[config.mk]
export PLATFORM = sky130hd
export DESIGN_NAME = k052109_vram_sched
export DESIGN_NICKNAME = d
export VERILOG_FILES = /design/src/rtl/k052109_pkg.sv /design/src/rtl/k052109_cpu_port.sv /design/src/rtl/k052109_vram_sched.sv
export SDC_FILE = /design/constraint.sdc
export NUM_CORES = 1
export LEC_CHECK = 0
export ABC_AREA = 1
export BUFFER_PORTS_ARGS = -buffer_cell sky130_fd_sc_hd__buf_4
export CAP_MARGIN = 20
export CORE_MARGIN = 5
export CORE_UTILIZATION = 44
export CTS_BUF_LIST = sky130_fd_sc_hd__clkbuf_16
export CTS_CLUSTER_SIZE = 8
export DETAILED_ROUTE_END_ITERATION = 12
export PLACE_DENSITY_LB_ADDON = 0.05
export SLEW_MARGIN = 20
export SYNTH_ARGS = -nofsm -noshare
export SYNTH_HDL_FRONTEND = slang
export SYNTH_SLANG_ARGS = --single-unit
export TNS_END_PERCENT = 1
[constraint.sdc]
create_clock -name clk_24M -period 2.4 [get_ports clk_24M]
set_clock_uncertainty 0.15 [all_clocks]
set_input_delay 0.48 -clock clk_24M [delete_from_list [all_inputs] [get_ports clk_24M]]
set_output_delay 0.48 -clock clk_24M [all_outputs]
set_load 0.02 [all_outputs]
[src/rtl/k052109_pkg.sv]
// Shared types for the k052109 tilemap VRAM slot scheduler.
package k052109_pkg;
  localparam logic [1:0] SLOT_SCROLL = 2'd0;
  localparam logic [1:0] SLOT_MAPA   = 2'd1;
  localparam logic [1:0] SLOT_MAPB   = 2'd2;
  localparam logic [1:0] SLOT_FIX    = 2'd3;

  localparam logic [1:0] LANE_0    = 2'd0;
  localparam logic [1:0] LANE_1    = 2'd1;
  localparam logic [1:0] LANE_2    = 2'd2;
  localparam logic [1:0] LANE_NONE = 2'd3;

  typedef enum logic [1:0] {HS_IDLE = 2'd0, HS_ACC = 2'd1, HS_DONE = 2'd2} half_st_t;

  typedef struct packed {
    logic        we;
    logic [1:0]  lane;
    logic [12:0] a;
    logic [7:0]  din;
  } cpu_req_t;

  // chip2 shares the low byte of the read bus with chip0
  function automatic logic [7:0] lane_byte(input logic [1:0] lane, input logic [15:0] vd);
    case (lane)
      LANE_1:    return vd[15:8];
      LANE_NONE: return 8'hFF;
      default:   return vd[7:0];
    endcase
  endfunction
endpackage

[src/rtl/k052109_cpu_port.sv]
// CPU side of the VRAM scheduler: request latch, per-half access state, ACK and read data.
module k052109_cpu_port
  import k052109_pkg::*;
#(
  parameter int RD_LAT = 1
) (
  input  logic        clk_24M,
  input  logic        RES,
  input  logic        CPU_REQ,
  input  logic        CPU_WE,
  input  logic [1:0]  CPU_LANE,
  input  logic [12:0] CPU_A,
  input  logic [7:0]  CPU_DIN,
  input  logic [15:0] VD_IN,
  input  logic        half_open,
  output logic        active,
  output logic        second,
  output cpu_req_t    req,
  output logic        ack,
  output logic [7:0]  dout
);
  half_st_t   st;
  logic       pending, start, sample, rd_upd;
  logic [7:0] rd_byte, dout_q;

  assign start   = half_open & pending;
  assign active  = start | (st == HS_ACC);
  assign second  = (st == HS_ACC);
  assign ack     = (st == HS_DONE);
  assign rd_byte = lane_byte(req.lane, VD_IN);
  assign rd_upd  = ~req.we | (req.lane == LANE_NONE);
  // with RD_LAT=2 the sample point lands on the ACK cycle itself
  assign sample  = rd_upd & ((RD_LAT == 1) ? (st == HS_ACC) : (st == HS_DONE));
  assign dout    = (RD_LAT != 1 && sample) ? rd_byte : dout_q;

  always_ff @(posedge clk_24M) begin
    if (RES) begin
      st      <= HS_IDLE;
      pending <= 1'b0;
      req     <= '0;
      dout_q  <= 8'hFF;
    end else begin
      case (st)
        HS_IDLE: if (start) st <= HS_ACC;
        HS_ACC: begin
          st      <= HS_DONE;
          pending <= 1'b0;
        end
        default: st <= HS_IDLE;
      endcase
      if (CPU_REQ && !pending && st != HS_DONE) begin
        pending <= 1'b1;
        req     <= '{we: CPU_WE, lane: CPU_LANE, a: CPU_A, din: CPU_DIN};
      end
      if (sample) dout_q <= rd_byte;
    end
  end
endmodule

[src/rtl/k052109_vram_sched.sv]
// Tilemap VRAM time-slot scheduler: 4-clk pixel slot split into a render half and a CPU half.
module k052109_vram_sched
  import k052109_pkg::*;
#(
  parameter int BLANK_BOOST = 1,
  parameter int RD_LAT      = 1
) (
  input  logic        clk_24M,
  input  logic        RES,
  input  logic [1:0]  PXH,
  input  logic        BLANK,
  input  logic        RENDER_EN,
  input  logic [12:0] SCROLL_ADDR,
  input  logic [12:0] MAPA_ADDR,
  input  logic [12:0] MAPB_ADDR,
  input  logic [12:0] FIX_ADDR,
  input  logic        CPU_REQ,
  input  logic        CPU_WE,
  input  logic [1:0]  CPU_LANE,
  input  logic [12:0] CPU_A,
  input  logic [7:0]  CPU_DIN,
  input  logic [15:0] VD_IN,
  output logic        CE_6M,
  output logic        nCPU_ACCESS,
  output logic [12:0] RA,
  output logic [1:0]  RCS,
  output logic [2:0]  ROE,
  output logic [2:0]  RWE,
  output logic [7:0]  VD_OUT,
  output logic        FETCH_STB,
  output logic [1:0]  FETCH_SLOT,
  output logic        CPU_ACK,
  output logic [7:0]  CPU_DOUT,
  output logic        CPU_WAIT
);
  logic [1:0]  ph, pxh_q, sel;
  logic        render_q, render_now, is_render, half_open;
  logic        active, second, ack;
  logic [7:0]  dout;
  logic [2:0]  lane_oh;
  logic [12:0] rnd_addr;
  cpu_req_t    req;

  assign render_now = RENDER_EN & ~(BLANK & (BLANK_BOOST != 0));
  // ph0 decides from live inputs; ph1 reuses the copy latched at ph0
  assign is_render  = (ph == 2'd0) ? render_now : (ph == 2'd1) & render_q;
  assign sel        = (ph == 2'd0) ? PXH : pxh_q;
  assign half_open  = ~ph[0] & ~is_render;
  assign lane_oh    = (req.lane == LANE_NONE) ? 3'b000 : (3'b001 << req.lane);
  assign FETCH_SLOT = pxh_q;
  assign CPU_WAIT   = CPU_REQ & ~CPU_ACK;

  always_ff @(posedge clk_24M) begin
    if (RES) begin
      ph       <= 2'd0;
      pxh_q    <= 2'd0;
      render_q <= 1'b0;
    end else begin
      ph <= ph + 2'd1;
      if (ph == 2'd0) begin
        pxh_q    <= PXH;
        render_q <= render_now;
      end
    end
  end

  always_comb begin
    case (sel)
      SLOT_SCROLL: rnd_addr = SCROLL_ADDR;
      SLOT_MAPA:   rnd_addr = MAPA_ADDR;
      SLOT_MAPB:   rnd_addr = MAPB_ADDR;
      default:     rnd_addr = FIX_ADDR;
    endcase
  end

  k052109_cpu_port #(.RD_LAT(RD_LAT)) u_cpu (
    .clk_24M(clk_24M), .RES(RES), .CPU_REQ(CPU_REQ), .CPU_WE(CPU_WE),
    .CPU_LANE(CPU_LANE), .CPU_A(CPU_A), .CPU_DIN(CPU_DIN), .VD_IN(VD_IN),
    .half_open(half_open), .active(active), .second(second), .req(req),
    .ack(ack), .dout(dout)
  );

  // reset forces every strobe inactive in the same cycle, so an aborted write never lands
  always_comb begin
    CE_6M       = 1'b0;
    nCPU_ACCESS = 1'b1;
    RA          = '0;
    RCS         = 2'b11;
    ROE         = 3'b111;
    RWE         = 3'b111;
    VD_OUT      = '0;
    FETCH_STB   = 1'b0;
    CPU_ACK     = 1'b0;
    CPU_DOUT    = 8'hFF;
    if (!RES) begin
      CE_6M     = (ph == 2'd3);
      FETCH_STB = render_q && (ph == 2'(RD_LAT));
      CPU_ACK   = ack;
      CPU_DOUT  = dout;
      if (is_render) begin
        RA  = rnd_addr;
        RCS = 2'b00;
        ROE = 3'b100;
      end else if (active) begin
        nCPU_ACCESS = 1'b0;
        RA          = req.a;
        RCS         = ~lane_oh[1:0];
        if (req.we) begin
          VD_OUT = req.din;
          if (second) RWE = ~lane_oh;
        end else begin
          ROE = ~lane_oh;
        end
      end
    end
  end
endmodule
==> results of run 1 <==
[worst max-delay path: stages, from the launching register on]
cell	delay (ps)
sky130_fd_sc_hd__dfxtp_2	350
sky130_fd_sc_hd__inv_4	50
sky130_fd_sc_hd__ha_4	190
sky130_fd_sc_hd__inv_6	80
sky130_fd_sc_hd__nand3_4	80
sky130_fd_sc_hd__nand3b_1	170
sky130_fd_sc_hd__nand2_4	120
sky130_fd_sc_hd__clkbuf_16	180
sky130_fd_sc_hd__nand3_1	90
sky130_fd_sc_hd__nand2_1	70
sky130_fd_sc_hd__buf_6	130
[flip-flops by register name (all words and copies together), names as in the netlist]
signal / count
u_cpu.req: 24
u_cpu.dout: 8
FETCH_SLOT: 2
ph: 2
u_cpu.st: 2
render_q: 1
u_cpu.pending: 1
[placed cells by master, fill, tap and decap left out, drive strengths merged]
cell type	Yosys	final
nand2	78	78
nor2	80	80
clkbuf	6	6
bufinv	0	3
nand3b	1	1
ha	3	3
buf	14	158
nor4	1	1
dfxtp	40	40
or2	9	9
o21ai	37	37
a21oi	15	15
nand3	56	56
nand4	1	1
inv	27	27
o221ai	8	8
[worst paths after layout]
| check | slack (ps) | cells past startpoint | to |
|---|---|---|---|
| setup reg to reg | 770 | 4 | u_cpu.dout[5]$_SDFFE_PP1P_ |
| setup / recovery | -40 | 10 | RA[0] |
| hold / removal | 270 | 1 | u_cpu.st[0]$_SDFFE_PP0P_ |
| hold reg to reg | 270 | 1 | u_cpu.st[0]$_SDFFE_PP0P_ |
[logic make-up after synthesis]
logic type | count (synthesis) | share of synthesized area
buf+inv | 47 | 0.09773
simple gates | 226 | 0.4218
compound gates | 60 | 0.1358
fa+ha+maj | 3 | 0.01543
flops | 40 | 0.3292
[synthesized netlist by cell type, drive strengths merged]
library cell / count
nor2: 80
nand4: 1
clkbuf: 6
inv: 27
dfxtp: 40
nand3: 56
o221ai: 8
or2: 9
nand2: 78
o21ai: 37
nor4: 1
nand3b: 1
a21oi: 15
ha: 3
buf: 14
[layout make-up]
type	count	area [sq um]	area share
clock inverters	3	90.09	0.02230
inverters	27	108.9	0.02695
clock buffers	5	125.1	0.03098
multi-input cells	289	1494	0.3699
flip-flops and latches	40	804.5	0.1992
repair buffers	159	1326	0.3284
well taps	72	90.09	0.02230
[what timing repair did]
item                                    in CTS  in global routing
pin swaps                                    3                 12
endpoints found under the setup margin      27                 27
endpoints found under the hold margin        0                  0
cloned                                       0                  1
hold buffers                                 0                  0
gates resized for setup                      8                 48
setup buffers                                5                  1
[report_power, final]
part           internal (uW)  leakage, uW  switching, uW
combinational            329      0.00153            363
sequential               720     0.000331           38.4
clock                    701     0.000104            264
[layer usage]
metal	share of wire	vias up	global-route usage
met5	0	-	0
met2	0.48	147	0.3816
met4	0.026	0	0.08777
li1	-	1520	-
met3	0.086	22	0.07262
met1	0.41	1382	0.2707
[per-stage QoR]
| step | cells | hold slack, ps | setup slack, ps | utilization |
|---|---|---|---|---|
| 6_report | 595 | 269.7 | -36.18 | 0.7426 |
| 2_1_floorplan | 376 | 248.7 | 189.7 | - |
| 3_3_place_gp | 580 | 268.6 | 139.7 | 0.6577 |
| 3_5_place_dp | 580 | 277.7 | 96.24 | 0.6577 |
| 4_1_cts | 593 | 268.4 | -22.10 | 0.7118 |
| 5_1_grt | 595 | 290.4 | -114.8 | 0.7426 |
==> results.sh, run 1 <==
export IMPL_fmax_mhz=410.5
export IMPL_initial_antenna_violation_count=0
export IMPL_synth_cell_types=25
export IMPL_cts_tree="done"
export IMPL_routed_via_count=3071
export IMPL_worstHoldStart="u_cpu.st[1]$_SDFFE_PP0P_"
export IMPL_crit_path_start_kind="flop"
export IMPL_synth_largest_area_cell="sky130_fd_sc_hd__dfxtp_1"
export IMPL_ctsHtreeMaxLevel=2
export IMPL_initial_utilization=0.4472
export IMPL_worst_slew_pin_transition_ps=625.7
export IMPL_worst_path_max_fanout=7
export IMPL_ys_seq_area_frac=0.3292
export IMPL_criticalPathCategory="reg -> out"
export IMPL_violated_checks="setup timing"
export IMPL_power_density_cell_area_mw_per_mm2=598.1
export IMPL_fp_row_count=27
export IMPL_post_route_cell_area_sq_mm=0.004039
export IMPL_io_pins=143
export IMPL_synth_area_per_cell_sq_um=6.469
export IMPL_synth_seq_cells=40
export IMPL_worst_setup_path_end_kind="output port"
export IMPL_final_period_utilization=1.015
export IMPL_syn_area_sq_mm=0.002432
export IMPL_syn_nets=478
export IMPL_clk_lat_worst_skew_ps=280
export IMPL_floorplan_die_height_um=84.35
export IMPL_ys_top_cells_by_area="sky130_fd_sc_hd__dfxtp_1, sky130_fd_sc_hd__nor2_1, sky130_fd_sc_hd__nand3_1"
export IMPL_detail_route_wirelength_um=8702
export IMPL_grt_start_max_net_pins=28
export IMPL_grt_first_pass_wirelength_um=13560
export IMPL_vdd_ir_drop_max_mv=0.4717
export IMPL_layout_filler_cells=438
export IMPL_clk_pin_slew_worst_paths_ps=60
export IMPL_cts_max_path_buffers=2
export IMPL_maxcap_violations=0
export IMPL_placement_io_buffers=142
export IMPL_cts_made_buffers=5
export IMPL_hp_class="reg -> reg"
export IMPL_cts_sink_count=40
export IMPL_via_count_of_the_first_global_routing_pass=2955
export IMPL_power_static_leakage_uw=0.001970
export IMPL_r2r_start="u_cpu.req[21]$_SDFFE_PP0P_"
export IMPL_maxSlewViolCount=0
export IMPL_synthCells=376
export IMPL_yosysWarningCount=0
export IMPL_hold_violations=0
export IMPL_n_antenna_cell=0
export IMPL_avg_vias_per_cell=5.161
export IMPL_overflow=0
export IMPL_core_area_sq_mm=0.005439
export IMPL_setup_violations=3
export IMPL_shortest_clock_period_the_worst_path_allows_after_layout_ps=2436
export IMPL_syn2layout_area_growth_pct=66.05
export IMPL_max_slew_margin_rel=0.5828
export IMPL_worst_ep_arrival_time_ps=1810
export IMPL_design_final_nets=624
export IMPL_placed_cell_area_sq_mm=0.003577
export IMPL_place_congestion=0.8498
export IMPL_total_power_uw=2416
export IMPL_totalNegativeSetupSlack_ps=-43.98
export IMPL_grt_total_usage=0.2275
export IMPL_critPathRequiredTime_ps=1770
export IMPL_floorplan_die_area_sq_mm=0.007115
export IMPL_fraction_of_final_layout_cells_sized_beyond_drive_strength_1=0.4034
export IMPL_die_w_um=84.35
export IMPL_routedWlPerCell_um=14.63
export IMPL_drt_pre_antenna_iters=4
export IMPL_post_route_worst_setup_slack_ps=-36.18
export IMPL_crit_start="ph[1]$_SDFF_PP0_"
export IMPL_synth_top_area_share=0.3292
export IMPL_cts_root_buffer_cell="sky130_fd_sc_hd__clkbuf_16"
export IMPL_post_route_drc_count=0
export IMPL_outcome="finished with violations"
export IMPL_dp_hpwl_um=6197
export IMPL_rsz_0062_raised_after_global_routing="yes"
export IMPL_drt_antenna_violating_nets=0
export IMPL_detail_route_iter0_violations=133
No activity file was read; power rests on OpenSTA's default activity.
==> run 2, diff against run 1 <==
--- a/config.mk
+++ b/config.mk
@@ -9,13 +9,14 @@
 export BUFFER_PORTS_ARGS = -buffer_cell sky130_fd_sc_hd__buf_4
 export CAP_MARGIN = 20
 export CORE_MARGIN = 5
-export CORE_UTILIZATION = 44
+export CORE_UTILIZATION = 32
 export CTS_BUF_LIST = sky130_fd_sc_hd__clkbuf_16
 export CTS_CLUSTER_SIZE = 8
 export DETAILED_ROUTE_END_ITERATION = 12
 export PLACE_DENSITY_LB_ADDON = 0.05
+export SKIP_LAST_GASP = 1
 export SLEW_MARGIN = 20
 export SYNTH_ARGS = -nofsm -noshare
 export SYNTH_HDL_FRONTEND = slang
 export SYNTH_SLANG_ARGS = --single-unit
-export TNS_END_PERCENT = 1
+export TNS_END_PERCENT = 30
==> results.sh, run 2 (synthesis results as in run 1) <==
export IMPL_maxSlewViolCount=0
export IMPL_worst_ep_arrival_time_ps=1750
export IMPL_cts_max_path_buffers=2
export IMPL_drt_pre_antenna_iters=4
export IMPL_n_antenna_cell=0
export IMPL_critPathRequiredTime_ps=1770
export IMPL_detail_route_wirelength_um=8238
export IMPL_hold_path_depth=1
export IMPL_max_ffs_per_register=24
export IMPL_crit_path_start_kind="flop"
export IMPL_r2r_start="u_cpu.req[21]$_SDFFE_PP0P_"
export IMPL_grt_total_usage=0.1682
export IMPL_post_cts_hold_buffer_count=0
export IMPL_syn2layout_area_growth_pct=62.19
export IMPL_most_common_cell_after_layout_fill_and_taps_aside="sky130_fd_sc_hd__buf_4"
export IMPL_overflow=0
export IMPL_multi_input_comb_area_sq_mm=0.001458
export IMPL_cts_tree="done"
export IMPL_shortest_clock_period_the_worst_path_allows_after_layout_ps=2381
export IMPL_worst_slew_pin_transition_ps=655.5
export IMPL_critical_path_max_stage_delay_ps=340
export IMPL_cts_sink_count=40
export IMPL_preCtsSetupSlack_ps=113.5
export IMPL_floorplan_die_height_um=97.19
export IMPL_worst_hold_slack_ps=265.5
export IMPL_rsz_0062_raised_after_global_routing="yes"
export IMPL_post_route_drc_count=0
export IMPL_design_final_nets=624
export IMPL_placed_cell_area_sq_mm=0.003626
export IMPL_drt_antenna_violating_nets=0
export IMPL_power_density_cell_area_mw_per_mm2=554.5
export IMPL_via_count_of_the_first_global_routing_pass=2692
export IMPL_clk_pin_slew_worst_paths_ps=60
export IMPL_hold_violations=0
export IMPL_totalNegativeSetupSlack_ps=0
export IMPL_die_w_um=97.19
export IMPL_placement_io_buffers=142
export IMPL_max_flop_register="u_cpu.req"
export IMPL_crit_start="ph[1]$_SDFF_PP0_"
export IMPL_final_period_utilization=0.9920
export IMPL_place_congestion=0.8059
export IMPL_worst_setup_path_end_kind="output port"
export IMPL_initial_antenna_violation_count=0
export IMPL_hp_class="reg -> reg"
export IMPL_routedWlPerCell_um=13.24
export IMPL_fraction_of_final_layout_cells_sized_beyond_drive_strength_1=0.3824
export IMPL_total_power_uw=2188
export IMPL_power_static_leakage_uw=0.001935
export IMPL_fmax_mhz=420.0
export IMPL_max_slew_margin_rel=0.5630
export IMPL_dp_hpwl_um=6323
export IMPL_avg_vias_per_cell=4.577
export IMPL_criticalPathCategory="reg -> out"
export IMPL_fp_row_count=31
export IMPL_core_area_sq_mm=0.007331
export IMPL_detail_route_iter0_violations=88
export IMPL_grt_start_max_net_pins=28
export IMPL_setup_violations=0
export IMPL_maxcap_violations=0
export IMPL_post_route_worst_setup_slack_ps=19.30
export IMPL_worstRegToRegCells=4
export IMPL_post_route_cell_area_sq_mm=0.003945
export IMPL_worst_path_max_fanout=7
export IMPL_ctsHtreeMaxLevel=2
export IMPL_most_common_layout_cells="sky130_fd_sc_hd__buf_4, sky130_fd_sc_hd__nor2_1, sky130_fd_sc_hd__nand2_1"
export IMPL_clk_lat_worst_skew_ps=280
export IMPL_floorplan_die_area_sq_mm=0.009445
export IMPL_routed_via_count=2847
export IMPL_initial_utilization=0.3318
export IMPL_grt_first_pass_wirelength_um=13230
export IMPL_worstHoldStart="u_cpu.st[1]$_SDFFE_PP0P_"
export IMPL_io_pins=143
export IMPL_outcome="finished, final reports clean"
export IMPL_cts_made_buffers=5
export IMPL_crit_path_cell_trace="inv_2 -> ha_4 -> buf_4 -> nand2_2 -> nand2_4 -> buf_6 -> o21ai_1 -> nand3_1 -> nand2_1 -> nand2_1 -> buf_6"
export IMPL_timing_critical_path_slowest_stage_cell="sky130_fd_sc_hd__dfxtp_2"
export IMPL_layout_filler_cells=773
export IMPL_vdd_ir_drop_max_mv=0.2990
export IMPL_cts_root_buffer_cell="sky130_fd_sc_hd__clkbuf_16"
export IMPL_seqCellArea_sq_um=803.3
## run 2: changes by cell type in the layout (fill, tap and decap cells not counted), moves of 3 or more
| cell | change |
|---|---|
| sky130_fd_sc_hd__buf_4 | +5 |
| sky130_fd_sc_hd__nand2_1 | +7 |
| sky130_fd_sc_hd__nand3_1 | +4 |
| sky130_fd_sc_hd__buf_6 | -3 |
| sky130_fd_sc_hd__nand3_2 | -3 |
| sky130_fd_sc_hd__nand2_2 | -8 |
## run 2: cell type report
class                           instances  share of cell area
Inverter                               27             0.02632
Sequential cell                        40              0.2036
Tap cell                               99             0.03140
Clock inverter                          3             0.01173
Timing Repair Buffer                  159              0.3257
Multi-Input combinational cell        289              0.3695
Clock buffer                            5             0.03172
## run 2: through the flow
stage | util | instances
after CTS | 0.5325 | 621
after detailed placement | 0.4946 | 609
final | 0.5381 | 622
after floorplan | - | 376
after global placement | 0.4946 | 609
after global routing | 0.5381 | 622
## run 2: path summary, 6_finish.rpt
kind	endpoint	slack (ps)
worst max register to register	u_cpu.dout[3]$_SDFFE_PP1P_	750
worst min-delay path	u_cpu.st[0]$_SDFFE_PP0P_	270
worst min register to register	u_cpu.st[0]$_SDFFE_PP0P_	270
worst max-delay path	RA[8]	20
## run 2: what timing repair did
action / CTS / global route
pin swaps: 7 / 6
buffers inserted: 2 / 1
endpoints found under the setup margin: 27 / 26
cloned: 2 / 0
resized for setup: 27 / 15
## run 2: report_power, final
group	switching (uW)	internal, uW	total, uW
logic	354	320	674
registers	30.1	720	750
clock network	271	494	764
## run 2: worst max-delay path, delay by kind of cell (launching register included)
family	cells	cell delay (ps)
fa+ha+maj	1	180
simple gates	5	420
compound gates	1	70
buf+inv	4	470
flops	1	340
## run 2: per-layer routing
metal | vias to the layer above | GRT usage | share of wire
met5 | - | 0 | 0
met4 | 0 | 0.04320 | 0.0083
met3 | 5 | 0.06533 | 0.086
met2 | 114 | 0.2771 | 0.46
met1 | 1210 | 0.2051 | 0.44
li1 | 1518 | - | -
